<file path="src/rtl/param_arf_if.sv">
// Bus bundle for the parameterised register file: write controls, dual read selects,
// read data and the sticky wrap flags.
interface param_arf_if #(
  parameter int WIDTH    = 8,
  parameter int NUM_REGS = 4
);
  localparam int SEL_W = (NUM_REGS > 2) ? $clog2(NUM_REGS) : 1;

  logic [WIDTH-1:0]    I;
  logic [1:0]          FunSel;
  logic [NUM_REGS-1:0] RSel;
  logic [SEL_W-1:0]    OutASel;
  logic [SEL_W-1:0]    OutBSel;
  logic [WIDTH-1:0]    OutA;
  logic [WIDTH-1:0]    OutB;
  logic [NUM_REGS-1:0] WrapFlag;

  modport master (
    output I, FunSel, RSel, OutASel, OutBSel,
    input  OutA, OutB, WrapFlag
  );

  modport slave (
    input  I, FunSel, RSel, OutASel, OutBSel,
    output OutA, OutB, WrapFlag
  );
endinterface

</file>
<file path="src/rtl/param_arf.sv">
// Parameterised register file with per-register inc/dec/load/clear, two combinational
// read ports and sticky wrap flags. Define PARAM_ARF_SAT_EN for saturating arithmetic.
module param_arf #(
  parameter int WIDTH    = 8,
  parameter int NUM_REGS = 4,
  parameter int STEP     = 1
) (
  input  logic        clk,
  input  logic        rst,
  param_arf_if.slave  bus
);
  localparam int SEL_W = (NUM_REGS > 2) ? $clog2(NUM_REGS) : 1;
  localparam logic [WIDTH:0] STEP_X = (WIDTH+1)'(STEP);

  typedef enum logic [1:0] {
    OP_DEC  = 2'b00,
    OP_INC  = 2'b01,
    OP_LOAD = 2'b10,
    OP_CLR  = 2'b11
  } op_e;

  logic [WIDTH-1:0]    reg_q [NUM_REGS];
  logic [WIDTH-1:0]    reg_d [NUM_REGS];
  logic [NUM_REGS-1:0] wrap_q;
  logic [NUM_REGS-1:0] wrap_d;
  op_e                 op;

  // Result packs {limit_hit, value}; limit_hit is the carry/borrow out of WIDTH bits.
  function automatic logic [WIDTH:0] inc_op(input logic [WIDTH-1:0] r);
    logic [WIDTH:0] sum;
    sum = {1'b0, r} + STEP_X;
`ifdef PARAM_ARF_SAT_EN
    return sum[WIDTH] ? {1'b1, {WIDTH{1'b1}}} : sum;
`else
    return sum;
`endif
  endfunction

  function automatic logic [WIDTH:0] dec_op(input logic [WIDTH-1:0] r);
    logic [WIDTH:0] diff;
    diff = {1'b0, r} - STEP_X;
`ifdef PARAM_ARF_SAT_EN
    return diff[WIDTH] ? {1'b1, {WIDTH{1'b0}}} : diff;
`else
    return diff;
`endif
  endfunction

  assign op = op_e'(bus.FunSel);

  always_comb begin
    logic [WIDTH:0] res;
    wrap_d = wrap_q;
    res    = '0;
    for (int k = 0; k < NUM_REGS; k++) begin
      reg_d[k] = reg_q[k];
      if (bus.RSel[k]) begin
        unique case (op)
          OP_DEC: begin
            res       = dec_op(reg_q[k]);
            reg_d[k]  = res[WIDTH-1:0];
            wrap_d[k] = wrap_q[k] | res[WIDTH];
          end
          OP_INC: begin
            res       = inc_op(reg_q[k]);
            reg_d[k]  = res[WIDTH-1:0];
            wrap_d[k] = wrap_q[k] | res[WIDTH];
          end
          OP_LOAD: reg_d[k] = bus.I;
          OP_CLR: begin
            reg_d[k]  = '0;
            wrap_d[k] = 1'b0;
          end
          default: reg_d[k] = reg_q[k];
        endcase
      end
    end
  end

  // State update: reset overrides any write issued in the same cycle.
  always_ff @(posedge clk) begin
    if (rst) begin
      for (int k = 0; k < NUM_REGS; k++) reg_q[k] <= '0;
      wrap_q <= '0;
    end else begin
      for (int k = 0; k < NUM_REGS; k++) reg_q[k] <= reg_d[k];
      wrap_q <= wrap_d;
    end
  end

  // Read ports: selects with no matching register fall through to zero.
  always_comb begin
    bus.OutA = '0;
    bus.OutB = '0;
    for (int k = 0; k < NUM_REGS; k++) begin
      if (bus.OutASel == SEL_W'(k)) bus.OutA = reg_q[k];
      if (bus.OutBSel == SEL_W'(k)) bus.OutB = reg_q[k];
    end
  end

  assign bus.WrapFlag = wrap_q;
endmodule

</file>
<file path="src/flat_wrapper.sv">
// flat-port wrapper written by rule: the top's interface ports become plain ports
module param_arf_flat 
#(
  parameter int WIDTH    = 8,
  parameter int NUM_REGS = 4,
  parameter int STEP     = 1
)
  (clk, rst, bus_I, bus_FunSel, bus_RSel, bus_OutASel, bus_OutBSel, bus_OutA, bus_OutB, bus_WrapFlag);
  param_arf_if #(.WIDTH(WIDTH), .NUM_REGS(NUM_REGS)) bus_i ();
  input  logic clk;
  input  logic rst;
  input wire logic [$bits(bus_i.I)-1:0] bus_I;
  input wire logic [$bits(bus_i.FunSel)-1:0] bus_FunSel;
  input wire logic [$bits(bus_i.RSel)-1:0] bus_RSel;
  input wire logic [$bits(bus_i.OutASel)-1:0] bus_OutASel;
  input wire logic [$bits(bus_i.OutBSel)-1:0] bus_OutBSel;
  output wire logic [$bits(bus_i.OutA)-1:0] bus_OutA;
  output wire logic [$bits(bus_i.OutB)-1:0] bus_OutB;
  output wire logic [$bits(bus_i.WrapFlag)-1:0] bus_WrapFlag;
  assign bus_i.I = bus_I;
  assign bus_i.FunSel = bus_FunSel;
  assign bus_i.RSel = bus_RSel;
  assign bus_i.OutASel = bus_OutASel;
  assign bus_i.OutBSel = bus_OutBSel;
  assign bus_OutA = bus_i.OutA;
  assign bus_OutB = bus_i.OutB;
  assign bus_WrapFlag = bus_i.WrapFlag;
  param_arf #(.WIDTH(WIDTH), .NUM_REGS(NUM_REGS), .STEP(STEP)) u_core (.clk(clk), .rst(rst), .bus(bus_i));
endmodule
</file>
<file path="config.mk">
export PLATFORM = sky130hd
export DESIGN_NAME = param_arf_flat
export DESIGN_NICKNAME = d
export VERILOG_FILES = /design/src/rtl/param_arf_if.sv /design/src/rtl/param_arf.sv /design/src/flat_wrapper.sv
export SDC_FILE = /design/constraint.sdc
export NUM_CORES = 1
export LEC_CHECK = 0
export CAP_MARGIN = 15
export CORE_MARGIN = 5
export CORE_UTILIZATION = 50
export DETAILED_ROUTE_END_ITERATION = 10
export PLACE_DENSITY = 0.72
export SLEW_MARGIN = 20
export SYNTH_ARGS = -nofsm -noshare
export SYNTH_HDL_FRONTEND = slang
export SYNTH_SLANG_ARGS = --single-unit
</file>
<file path="constraint.sdc">
create_clock -name clk -period 2.4 [get_ports clk]
set_input_delay 0.36 -clock clk [delete_from_list [all_inputs] [get_ports clk]]
set_output_delay 0.36 -clock clk [all_outputs]
set_load 0.01 [all_outputs]
</file>
-- Word level (Yosys, flattened, before mapping)
Memory sizes are Yosys's and may differ from the RTL's.
Index checks and enable logic that the tools add are counted.
- input port bits: 20
- memories: 1
- output and inout bits: 20
- register bits: 4
- bits in writable memories: 32
- memory list (name ; depth ; bits a word ; rd ports ; clocked after memory_dff ; wr ports ; line ; text):
    u_core.reg_q ; 4 ; 8 ; 4 ; 0 ; 4 ; param_arf.sv:22 ; logic [WIDTH-1:0] reg_q [NUM_REGS];
- reductions and logical operators: 8
- equal/unequal tests: 9
- muxes and demuxes: 27
- bitwise logic cells: 12
- add/sub/neg operators: 8
- operators by type and width (operator ; count):
    $mux W8 ; 16
    $pmux W8 S4 ; 4
    $add A8 B1 Y9 const B ; 4
    $sub A8 B1 Y9 const B ; 4
    $eq A2 B2 Y1 const B ; 6
    $or A1 B1 Y1 ; 12
    $pmux W1 S3 ; 4
    $reduce_and A2 Y1 ; 4
    $eq A2 B1 Y1 const B ; 3
    $logic_not A2 Y1 ; 3
    $mux W1 ; 3
    $reduce_bool A3 Y1 ; 1

-- Longest topological paths before layout
Gate-level depths: netlist of run 1.
- word-level depth: 5
- depth in mapped cells: 7
- mapped depth without buffers: 6

-- Least setup slack after synthesis of run 1
OpenSTA, ideal clock, no wires.
- kind: register -> register
- from: memory u_core.reg_q[3][0]
- to: memory u_core.reg_q[3][6]
- cell stages (with the launch flop): 8
- data arrival time: 1686 ps
- library setup time: 134 ps
- required time: 2266 ps
- slack: 580 ps
- path through: dfxtp_1 clkbuf_1 inv_1 ha_1 or4b_4 o311a_1 a211oi_1 a211oi_1
- RTL lines (element ; line):
    from (decl) ; param_arf.sv:22

-- Worst setup path after layout of run 1
- from: input port bus_OutBSel[1]
- to: output port bus_OutB[1]
- longest elaborated chain between the ends: 5
- elaborated cells between the ends (all ways): 8
- classes of those cells: 3 x eq/ne; 4 x mux; 1 x reduce/logical
- ends and longest elaborated chain (element ; line ; text):
    from (decl) ; flat_wrapper.sv:16 ; input wire logic [$bits(bus_i.OutBSel)-1:0] bus_OutBSel;
    $logic_not A2 Y1 ; param_arf.sv:97 ; if (bus.OutBSel == SEL_W'(k)) bus.OutB = reg_q[k];
    $mux W8 (3 in a row) ; param_arf.sv:97 ;
    $mux W8 * ; param_arf.sv:97 ;
    to (decl) ; flat_wrapper.sv:18 ; output wire logic [$bits(bus_i.OutB)-1:0] bus_OutB;
Mark *: on every way between the ends. The rest lies on a longest branch, timed or not.

==> flow_summary.yaml, run 1 <==
clock_network:
  cts_tree: "done"
  cts_root_buf: "clkbuf_8"
  clk_pin_slew_ns: 0.08
  cts.sinks: 36
  h-tree-depth: 2
  cts_buffers: 5
  clk_latency_ns: 0.28
  cts.path.max_buffers: 2
sta:
  relSlewSlack: 0.6488
  post-route-min-period_ns: 2.348
  setup_slack_ns: 0.05151
  finalMaxSlewViolations: 0
  worst_pin_slew_ns: 0.5252
  maxClockFrequency_mhz: 425.8
  finalClockSkew_ns: 0.004678
  setup_viol: 0
  rsz0062_at_grt: "no"
  post-route-period-util: 0.9785
  hold_viol_final: 0
  tns_ns: 0
flow_run:
  drv_cap: 0
logic_synthesis:
  syn-num-nets: 447
  synth_top_area_frac: 0.2102
  muxShareOfSynthArea: 0.1230
  seq_area_frac_synth: 0.2102
  async_flop_share: 0
  ys_seq_elements: 36
  syn_inst: 419
  synth_xor_area_frac: 0.01022
  synthSimpleGateAreaFrac: 0.2336
  synthAdderAreaFrac: 0.02920
  yosysTopAreaCell: "dfxtp_1"
  avgSynthCellArea_um2: 8.182
  ys.flop_type: "dfxtp_1"
  synth_edf_count: 0
  ys_types: 75
  synth.area.top_cells: "dfxtp_1 (21%), mux4_2 (11%), a21oi_1 (4.1%)"
  synth_top_family_by_area: "compound AO/OA/AOI/OAI gates"
  synth_compound_area_frac: 0.3000
  synth_warnings: 0
  syn-cell-area_mm2: 0.003428
floorplan:
  initial_core_util: 0.5102
  die_x_um: 92.81
  die_area_mm2: 0.008613
  core_area_mm2: 0.006719
  die_h_um: 92.81
  pin_count: 40
  rows: 30
cells_and_area:
  final_util: 0.5976
  diodes: 0
  design_area_mm2: 0.004015
  stdcell_count: 520
  final_nets: 467
  syn2layout_area_growth_pct: 17.12
  drive_gt1_frac: 0.1568
  fillers: 588
detailed_routing:
  wl_met3_um: 788
  wl_met2_um: 5086
  routed_via_density: 6.948
  ant_nets: 0
  routed_wl_um: 10800
  drc: 0
  first_iter_violations: 269
  wl_per_cell_um: 20.76
  dr.pass1.iters: 5
  topRoutingLayerUsed: "met4"
  wl_met1_um: 4546
  dr_total_vias: 3613
global_route:
  grt_max_degree: 31
  grt_use_total: 0.2542
  antenna_found_initial: 0
  grt_pass1_vias: 3285
  grt_first_pass_wirelength_um: 17480
  gr-total-overflow: 0
critical_path:
  worstSetupEndpointType: "output port"
  crit_chain: "clkdlybuf4s50_1, buf_4, mux4_2, clkdlybuf4s50_1"
  worst-path-buf-inv: 3
  cp.required_ns: 2.04
  worstSetupPathType: "in2out"
  cp_slowest_cell: "clkdlybuf4s50_1"
  cpPeakStageDelay_ns: 0.53
  crit_top_cell: "clkdlybuf4s50_1"
  r2r_cells: 6
  cp-start-kind: "primary input"
  cp_max_fo: 5
  crit_family: "buffers and inverters"
  critPathArrivalTime_ns: 1.99
  crit_cells: 4
min_path:
  hp-class: "reg2reg"
  whs_path_depth: 1
placed_design:
  port_buffers: 39
  pre_cts_ws_ns: -0.03099
  place_area_mm2: 0.003891
  place_inst: 512
  dp_hpwl_um: 7784
  place_congestion: 0.9309
status:
  status: "finished clean"
pwr:
  p_per_area_mw_per_mm2: 489.6
  vdd_drop_max_mv: 0.3030
  leakage_nw: 1.421
==> registers in the layout, indices dropped and copies added, names as in the netlist <==
signal and flops:
u_core.bus.WrapFlag 4, u_core.reg_q 32
==> synth_stat cells, drive strengths merged, types with 8 or more instances <==
cell,instances
ha,8
a31oi,11
nor4,10
nor2,17
nor3,9
buf,19
o21ai,30
nand2,25
nand4,19
mux4,16
a21oi,28
a211oi,10
clkbuf,33
inv,21
nand3,11
dfxtp,36
==> worst paths after layout <==
kind / startpoint / endpoint / slack, ns
max reg2reg: u_core.reg_q[0][0] / u_core.bus.WrapFlag[0] / 0.45
min: u_core.bus.WrapFlag[1] / u_core.bus.WrapFlag[1] / 0.47
max: bus_OutBSel[1] / bus_OutB[1] / 0.05
min reg2reg: u_core.bus.WrapFlag[1] / u_core.bus.WrapFlag[1] / 0.47
==> kinds of logic after synthesis <==
| kind of cell | after synthesis |
|---|---|
| AO/OA/AOI/OAI | 143 |
| XOR/XNOR | 4 |
| adder cells (fa/ha/maj) | 8 |
| buffers and inverters | 73 |
| flip-flops | 36 |
| multiplexers | 22 |
| AND/OR/NAND/NOR | 133 |
==> layout make-up <==
class / instances / area [um2] / area share
multi-input combinational: 310 / 2386 / 0.5943
sequential: 36 / 720.7 / 0.1795
inverter: 21 / 78.83 / 0.01963
clock buffer: 7 / 96.34 / 0.02400
tap: 80 / 100.1 / 0.02493
timing repair buffer: 65 / 603.1 / 0.1502
clock inverter: 1 / 30.03 / 0.007479
==> placed cells by master (no fill, tap or decap), types with 6 or more instances in the layout <==
cell type         n
nand2_1          25
a21oi_1          28
clkdlybuf4s50_1  36
nand3_1          11
a211oi_1         10
clkbuf_8          7
inv_1            20
a31oi_1          11
buf_4            24
nor2_1           16
nor3_1            9
mux4_2           16
ha_1              8
a311oi_1          6
nor4_1            8
nand4_1          19
nand2b_1          6
o21ai_0          27
nor2b_1           6
a21o_1            7
dfxtp_1          36
o211ai_1          7
==> power by group <==
part / internal [mW] / total [mW] / switching, mW
Sequential: 0.639 / 0.752 / 0.113
Clock: 0.367 / 0.605 / 0.238
Combinational: 0.307 / 0.609 / 0.302
==> per-layer routing <==
metal  vias to the layer above  global-route usage
li1                       1669                   -
met1                      1717              0.3539
met2                       198              0.3905
met3                        29             0.03493
met4                         0              0.1123
met5                         -                   0
==> timing repair <==
item,CTS,global route
setup endpoints to repair,7,0
hold buffers,0,0
gates resized for setup,2,0
setup buffers,0,0
==> through the flow <==
| stage | hold WS, ns | power [mW] |
|---|---|---|
| floorplan | 0.5094 | 1.145 |
| global placement | 0.4503 | 1.350 |
| detailed placement | 0.4557 | 1.362 |
| CTS | 0.4741 | 1.962 |
| global route | 0.5102 | 2.057 |
| finish | 0.4671 | 1.966 |
Note: power is estimated with default switching activity, not from simulation.
==> run 2, diff against run 1 <==
DONT_BUFFER_PORTS = 1   (was unset)
HOLD_SLACK_MARGIN = 0.06   (was unset)
PLACE_DENSITY = 0.71   (was 0.72)
==> run 2 against run 1 <==
- register-to-register slack gained 0.05 ns
- non-clock buffer count shrank 62
- sequential share of layout area rose by 3.3 points
- utilization decreased by 9.2 points
- clock skew grew 0.0030 ns
- via count fell by 5.3%
- highest routed layer unchanged
==> flow_summary.yaml, run 2 (same netlist as run 1, synthesis figures left out) <==
clock_network:
  cts.path.max_buffers: 2
  holdBufCountCts: 0
  clk_pin_slew_ns: 0.08
  cts_buffers: 5
  clk_latency_ns: 0.30
  h-tree-depth: 2
  cts_tree: "done"
  ctsResizeCount: 0
  cts.sinks: 36
  cts_setup_buffers: 0
  cts_root_buf: "clkbuf_8"
status:
  status: "finished clean"
pwr:
  p_per_area_mw_per_mm2: 489.0
  leakage_nw: 1.134
  vdd_drop_max_mv: 0.3634
cells_and_area:
  design_area_mm2: 0.003398
  drive_gt1_frac: 0.1138
  final_nets: 405
  final-seq-area_um2: 720.7
  largest_reg_flops: 32
  multi_input_area_mm2: 0.002386
  final_common_cell: "dfxtp_1"
  syn2layout_area_growth_pct: -0.8759
  fillers: 626
  diodes: 0
  largest_register: "u_core.reg_q"
  final_cell_mix: "dfxtp_1 (36), a21oi_1 (28), o21ai_0 (27)"
sta:
  maxClockFrequency_mhz: 525.1
  setup_viol: 0
  relSlewSlack: 0.6265
  post-route-min-period_ns: 1.905
  finalClockSkew_ns: 0.007659
  hold_viol_final: 0
  worst_pin_slew_ns: 0.5602
  post-route-period-util: 0.7936
  finalMaxSlewViolations: 0
  tns_ns: 0
  rsz0062_at_grt: "no"
floorplan:
  initial_core_util: 0.5102
  die_x_um: 92.81
  pin_count: 40
  core_area_mm2: 0.006719
  die_area_mm2: 0.008613
  rows: 30
  die_h_um: 92.81
critical_path:
  cp_max_fo: 9
  worstSetupEndpointType: "flip-flop"
  worstSetupPathType: "reg2reg"
  critPathArrivalTime_ns: 2.10
  cp.required_ns: 2.60
  cp-start-kind: "flip-flop"
placed_design:
  port_buffers: 0
  place_area_mm2: 0.003308
  place_congestion: 0.9959
  dp_hpwl_um: 7174
detailed_routing:
  wl_per_cell_um: 23.49
  first_iter_violations: 350
  dr_total_vias: 3423
  dr.pass1.iters: 5
  ant_nets: 0
  routed_wl_um: 10760
  drc: 0
  routed_via_density: 7.474
flow_run:
  drv_cap: 0
global_route:
  grt_use_total: 0.2517
  grt_max_degree: 54
  gr-total-overflow: 0
  antenna_found_initial: 0
  grt_first_pass_wirelength_um: 17160
  grt_pass1_vias: 3156
min_path:
  hp-class: "in2reg"
run 2: area by class of cell:
cell class / instances / area share
clock buffers: 8 / 0.02651
inverters: 21 / 0.02320
multi-input cells: 310 / 0.7021
flip-flops and latches: 36 / 0.2121
well taps: 80 / 0.02946
repair buffers: 3 / 0.006627
run 2: layer usage:
| metal | vias to the layer above | share of wire | GRT usage |
|---|---|---|---|
| met4 | 0 | 0.045 | 0.1282 |
| met5 | - | 0 | 0 |
| li1 | 1536 | - | - |
| met3 | 41 | 0.094 | 0.05118 |
| met1 | 1650 | 0.41 | 0.3412 |
| met2 | 196 | 0.45 | 0.3773 |
run 2: per-stage QoR:
| stage | worst slack [ns] | std cells | hold WS [ns] | total power, mW | util |
|---|---|---|---|---|---|
| finish | 0.4954 | 458 | 0.1169 | 1.662 | 0.5058 |
| global route | 0.3696 | 458 | 0.1155 | 1.731 | 0.5058 |
| CTS | 0.5099 | 458 | 0.1141 | 1.655 | 0.5058 |
| detailed placement | 0.5329 | 450 | 0.4368 | 1.185 | 0.4924 |
| global placement | 0.6123 | 450 | 0.4311 | 1.171 | 0.4924 |
| floorplan | 0.5801 | 419 | 0.5094 | 1.145 | - |
run 2: worst paths after layout:
check                              start                endpoint  slack (ns)  depth (start not counted)
setup / recovery      u_core.reg_q[3][1]      u_core.reg_q[3][6]        0.50                          6
hold / removal                       rst      u_core.reg_q[3][6]        0.12                          1
setup reg to reg      u_core.reg_q[3][1]      u_core.reg_q[3][6]        0.50                          6
hold reg to reg   u_core.bus.WrapFlag[1]  u_core.bus.WrapFlag[1]        0.55                          1
run 2: critical path, cell delays in order (launching register included):
cell and delay [ns]:
dfxtp_1 0.41, inv_1 0.11, ha_1 0.20, or4b_4 0.51
o311a_1 0.30, a211oi_1 0.19, a211oi_1 0.07
run 2: report_power, final:
part / total, mW / leakage [nW] / switching, mW / internal (mW)
Combinational: 0.426 / 0.792 / 0.216 / 0.210
Clock: 0.478 / 0.0455 / 0.243 / 0.235
Sequential: 0.758 / 0.296 / 0.119 / 0.639
==> run 3, diff against run 2 <==
PLACE_DENSITY = 0.74   (was 0.71)
clock period = 1.57 ns   (was 2.4 ns; I/O delays follow)
==> run 3 against run 2 <==
- the flow now finishes with violations (negative setup slack)
- sequential power rose by 42%
- cell count grew 13%
- cell area is 23% higher
- utilization up 12 points
- sequential share of layout area down 2.7 points
- worst hold slack worse by 0.046 ns
- via count grew 12%
- wire length rose by 13%
- largest power group unchanged
==> flow_summary.yaml, run 3 (same netlist as run 1, synthesis figures left out) <==
critical_path:
  cp-start-kind: "flip-flop"
  reg2reg_from: "u_core.reg_q[3][1]"
  critPathArrivalTime_ns: 1.93
  startpoint: "u_core.reg_q[3][1]"
  ff2ff_setup_slack_ns: -0.13
  cp.required_ns: 1.80
  cp_max_fo: 4
  r2r_cells: 6
  r2r-end: "u_core.reg_q[3][6]"
  worstSetupPathType: "reg2reg"
  worstSetupEndpointType: "flip-flop"
cells_and_area:
  fillers: 546
  final-seq-area_um2: 772.0
  stdcell_count: 516
  multi_input_area_mm2: 0.002590
  diodes: 0
  design_area_mm2: 0.004182
  largest_reg_flops: 32
  drive_gt1_frac: 0.3647
  largest_register: "u_core.reg_q"
  final_cell_mix: "buf_4 (41), a21oi_1 (26), nand2_1 (25)"
  final_nets: 464
  syn2layout_area_growth_pct: 21.97
  final_common_cell: "buf_4"
floorplan:
  pin_count: 40
  die_h_um: 92.81
  core_area_mm2: 0.006719
  initial_core_util: 0.5102
  die_x_um: 92.81
  rows: 30
  die_area_mm2: 0.008613
sta:
  setup_slack_ns: -0.1298
  hold_viol_final: 0
  rsz0062_at_grt: "yes"
  tns_ns: -0.3002
  finalClockSkew_ns: 0.009393
  post-route-period-util: 1.083
  maxClockFrequency_mhz: 588.3
  finalMaxSlewViolations: 0
  worst_pin_slew_ns: 0.6323
  relSlewSlack: 0.5780
  post-route-min-period_ns: 1.700
  setup_viol: 10
min_path:
  hp-class: "in2reg"
  whs_path_depth: 2
  whs_endpoint: "u_core.reg_q[3][5]"
  min_from: "rst"
pwr:
  leakage_nw: 1.490
  p_per_area_mw_per_mm2: 680.9
  vdd_drop_max_mv: 0.6954
  total_power_mw: 2.847
clock_network:
  clk_pin_slew_ns: 0.08
  cts_root_buf: "clkbuf_8"
  h-tree-depth: 2
  clk_latency_ns: 0.31
  cts.path.max_buffers: 2
  cts_buffers: 5
  cts_tree: "done"
  cts.sinks: 36
status:
  status: "complete, but fails checks"
  violations: "negative setup slack"
detailed_routing:
  wl_per_cell_um: 23.57
  ant_nets: 0
  dr_total_vias: 3835
  dr.pass1.iters: 5
  routed_wl_um: 12160
  first_iter_violations: 489
  routed_via_density: 7.432
  drc: 0
global_route:
  grt_pass1_vias: 3361
  grt_first_pass_wirelength_um: 18570
  grt_max_degree: 54
  antenna_found_initial: 0
  gr-total-overflow: 0
  grt_use_total: 0.2718
placed_design:
  place_area_mm2: 0.003697
  place_inst: 492
  dp_hpwl_um: 7736
  pre_cts_ws_ns: -0.1532
  port_buffers: 0
  place_congestion: 0.8851
flow_run:
  drv_cap: 0
[run 3: final cells by class]
| type | instances | share of cell area |
|---|---|---|
| inverter | 21 | 0.02005 |
| tap | 80 | 0.02394 |
| multi-input combinational | 310 | 0.6194 |
| sequential | 36 | 0.1846 |
| clock inverter | 2 | 0.002992 |
| timing repair buffer | 62 | 0.1326 |
| clock buffer | 5 | 0.01646 |
[run 3: layer usage]
layer	routed length [um]	vias up	global-route usage
li1	-	1661	-
met1	4693	1834	0.3714
met2	5601	276	0.4157
met3	1301	64	0.05280
met4	568	0	0.1184
met5	0	-	0
[run 3: worst max-delay path, stage by stage, from the launching register on]
cell and delay, ns:
dfxtp_2 0.33, inv_2 0.07, ha_4 0.14, or4b_4 0.49, o41ai_4 0.26, o21ai_1 0.14
a211oi_2 0.21
[run 3: report_power, final]
group	total, mW	switching [mW]	leakage, nW	internal, mW
combinational	1.08	0.539	1.14	0.546
clock	0.682	0.381	0.0400	0.301
sequential	1.08	0.0999	0.307	0.981
[run 3: worst max path at each step]
| stage | depth (start not counted) | endpoint | slack [ns] |
|---|---|---|---|
| 2_1_floorplan | 7 | u_core.reg_q[3][6] | -0.22 |
| 3_3_place_gp | 6 | u_core.reg_q[3][6] | -0.12 |
| 3_5_place_dp | 6 | u_core.reg_q[3][6] | -0.15 |
| 4_1_cts | 6 | u_core.reg_q[3][6] | -0.17 |
| 5_1_grt | 6 | u_core.reg_q[3][6] | -0.20 |
| 6_report | 6 | u_core.reg_q[3][6] | -0.13 |
[run 3: what timing repair did]
| action | CTS | global route |
|---|---|---|
| setup buffers | 4 | 6 |
| setup endpoints to repair | 20 | 31 |
| gates resized for setup | 37 | 44 |
| pin swaps | 5 | 18 |
| endpoints found under the hold margin | 32 | 0 |
| hold buffers | 7 | 0 |
[run 3: through the flow]
stage	hold slack, ns	utilization
6_report	0.07053	0.6223
5_1_grt	0.07704	0.6223
4_1_cts	0.07041	0.5935
3_5_place_dp	0.3089	0.5503
3_3_place_gp	0.3098	0.5503
2_1_floorplan	0.4602	-
==> RTL edit, RTL diff (config.mk and constraints of run 1) <==
Add a define of `PARAM_ARF_SAT_EN`.
--- a/src/rtl/param_arf.sv
+++ b/src/rtl/param_arf.sv
@@ -1,5 +1,7 @@
 // Parameterised register file with per-register inc/dec/load/clear, two combinational
 // read ports and sticky wrap flags. Define PARAM_ARF_SAT_EN for saturating arithmetic.
+`define PARAM_ARF_SAT_EN
+
 module param_arf #(
   parameter int WIDTH    = 8,
   parameter int NUM_REGS = 4,
Function: changed (Yosys sat finds a counterexample within 4 cycles, from zero or initial values and one cycle with rst high).
==> RTL edit against run 1 <==
Cell area grew 2.9%. Maximum frequency grew 5.3%. Non-clock buffer count grew 6. Sequential cell count is the same. First-iteration DRC count grew 22%. Power shrank 3.8%. Cell count grew 7.1%. Register-to-register slack lost 0.14 ns. Global-route usage grew 0.60 points. Area after synthesis grew 2.9%. Sequential share of layout area shrank 0.50 points. Setup slack gained 0.12 ns. Routed wire length grew 4.3%. Largest power group unchanged. Highest routed layer unchanged.
==> RTL edit: results (changes against run 1) <==
- The final weighted congestion of routability-driven global placement is 0.916 (was 0.931).
- The largest clock skew in the final design was 0.00817 ns (was 0.00468 ns).
- The post-detailed-route wirelength per cell came to 20.2 um (was 20.8 um).
- The source of the critical timing path was bus_OutBSel[0] (was bus_OutBSel[1]).
- The global-route usage over all layers is 26.0% (was 25.4%).
- Outcome: complete, no violations (unchanged).
- The number of fillers in the final layout is 626 (was 588).
- The total half-perimeter wirelength after legalization and detailed placement is 8150 um (was 7780 um).
- The clock buffer and inverter area fraction after layout is 2.18% (was 3.15%).
- The portion of the post-synthesis area used by sequential elements came to 20.4% (was 21.0%).
- The worst setup slack before clock tree synthesis is -0.105 ns (was -0.0310 ns).
- The net count reported at finish is 488 (was 467).
- The endpoint of the lowest-slack register-to-register path is u_core.reg_q[2][2] (was u_core.bus.WrapFlag[0]).
- The multi-input combinational gate total is 328 (was 310).
- The number of nets in the synthesized netlist is 464 (was 447).
- The slowest library cell on the worst path is sky130_fd_sc_hd__mux4_2 (was sky130_fd_sc_hd__clkdlybuf4s50_1).
- The end of the worst hold path is u_core.bus.WrapFlag[2] (was u_core.bus.WrapFlag[1]).
- The global-route wire length before repair is 17900 um (was 17500 um).
- Ranking of synthesized cells by instance count: sky130_fd_sc_hd__nor2_1 (37), sky130_fd_sc_hd__dfxtp_1 (36), sky130_fd_sc_hd__clkbuf_1 (34) (was sky130_fd_sc_hd__dfxtp_1 (36), sky130_fd_sc_hd__clkbuf_1 (30), sky130_fd_sc_hd__a21oi_1 (28)).
- The number of different library cells in the post-synthesis netlist is 67 (was 75).
- The count of non-CTS inverters in the layout is 18 (was 21).
- The termination of the worst setup path was bus_OutB[3] (was bus_OutB[1]).
- The launch instance of the worst min-delay path is u_core.bus.WrapFlag[2] (was u_core.bus.WrapFlag[1]).
- The startpoint of the worst-slack reg-to-reg timing path is u_core.reg_q[2][0] (was u_core.reg_q[0][0]).
- The biggest fanout along the worst timing path came to 4 (was 5).
- The minimum setup slack among reg-to-reg paths came to 0.31 ns (was 0.45 ns).
- The number of clock buffer instances in the layout is 8 (was 7).
- The power attributed to combinational cells is 0.642 mW (was 0.609 mW).
- The layout sequential cell count is 36 (unchanged).
- The cell count after placement is 549 (was 512).
- The total detailed-routing wirelength is 11300 um (was 10800 um).
- The leakage power was 1.52 nW (was 1.42 nW).
- The hold slack was 0.466 ns (was 0.467 ns).
[RTL edit: layer usage]
layer / global-route usage, % / vias to the layer above / routed length [um]
li1: - / 1742 / -
met5: 0 / - / 0
met2: 39.9 / 218 / 5180
met1: 35.7 / 1777 / 4580
met3: 5.29 / 29 / 1160
met4: 10.1 / 0 / 334
[RTL edit: kinds of logic (layout without fill, tap and decap cells)]
family / count (synthesis) / count (layout) / share of synthesized area (%)
adder cells (fa/ha/maj): 8 / 8 / 2.84
AND/OR/NAND/NOR: 154 / 154 / 25.7
buffers and inverters: 72 / 97 / 8.58
XOR/XNOR: 13 / 13 / 3.23
flip-flops: 36 / 36 / 20.4
multiplexers: 18 / 18 / 11.0
AO/OA/AOI/OAI: 135 / 135 / 28.2
[RTL edit: stage by stage]
stage               setup TNS (ns)  power, mW
floorplan                        0       1.18
global placement            -0.854       1.40
finish                           0       1.89
CTS                              0       1.88
global route                     0       1.99
detailed placement           -1.01       1.41
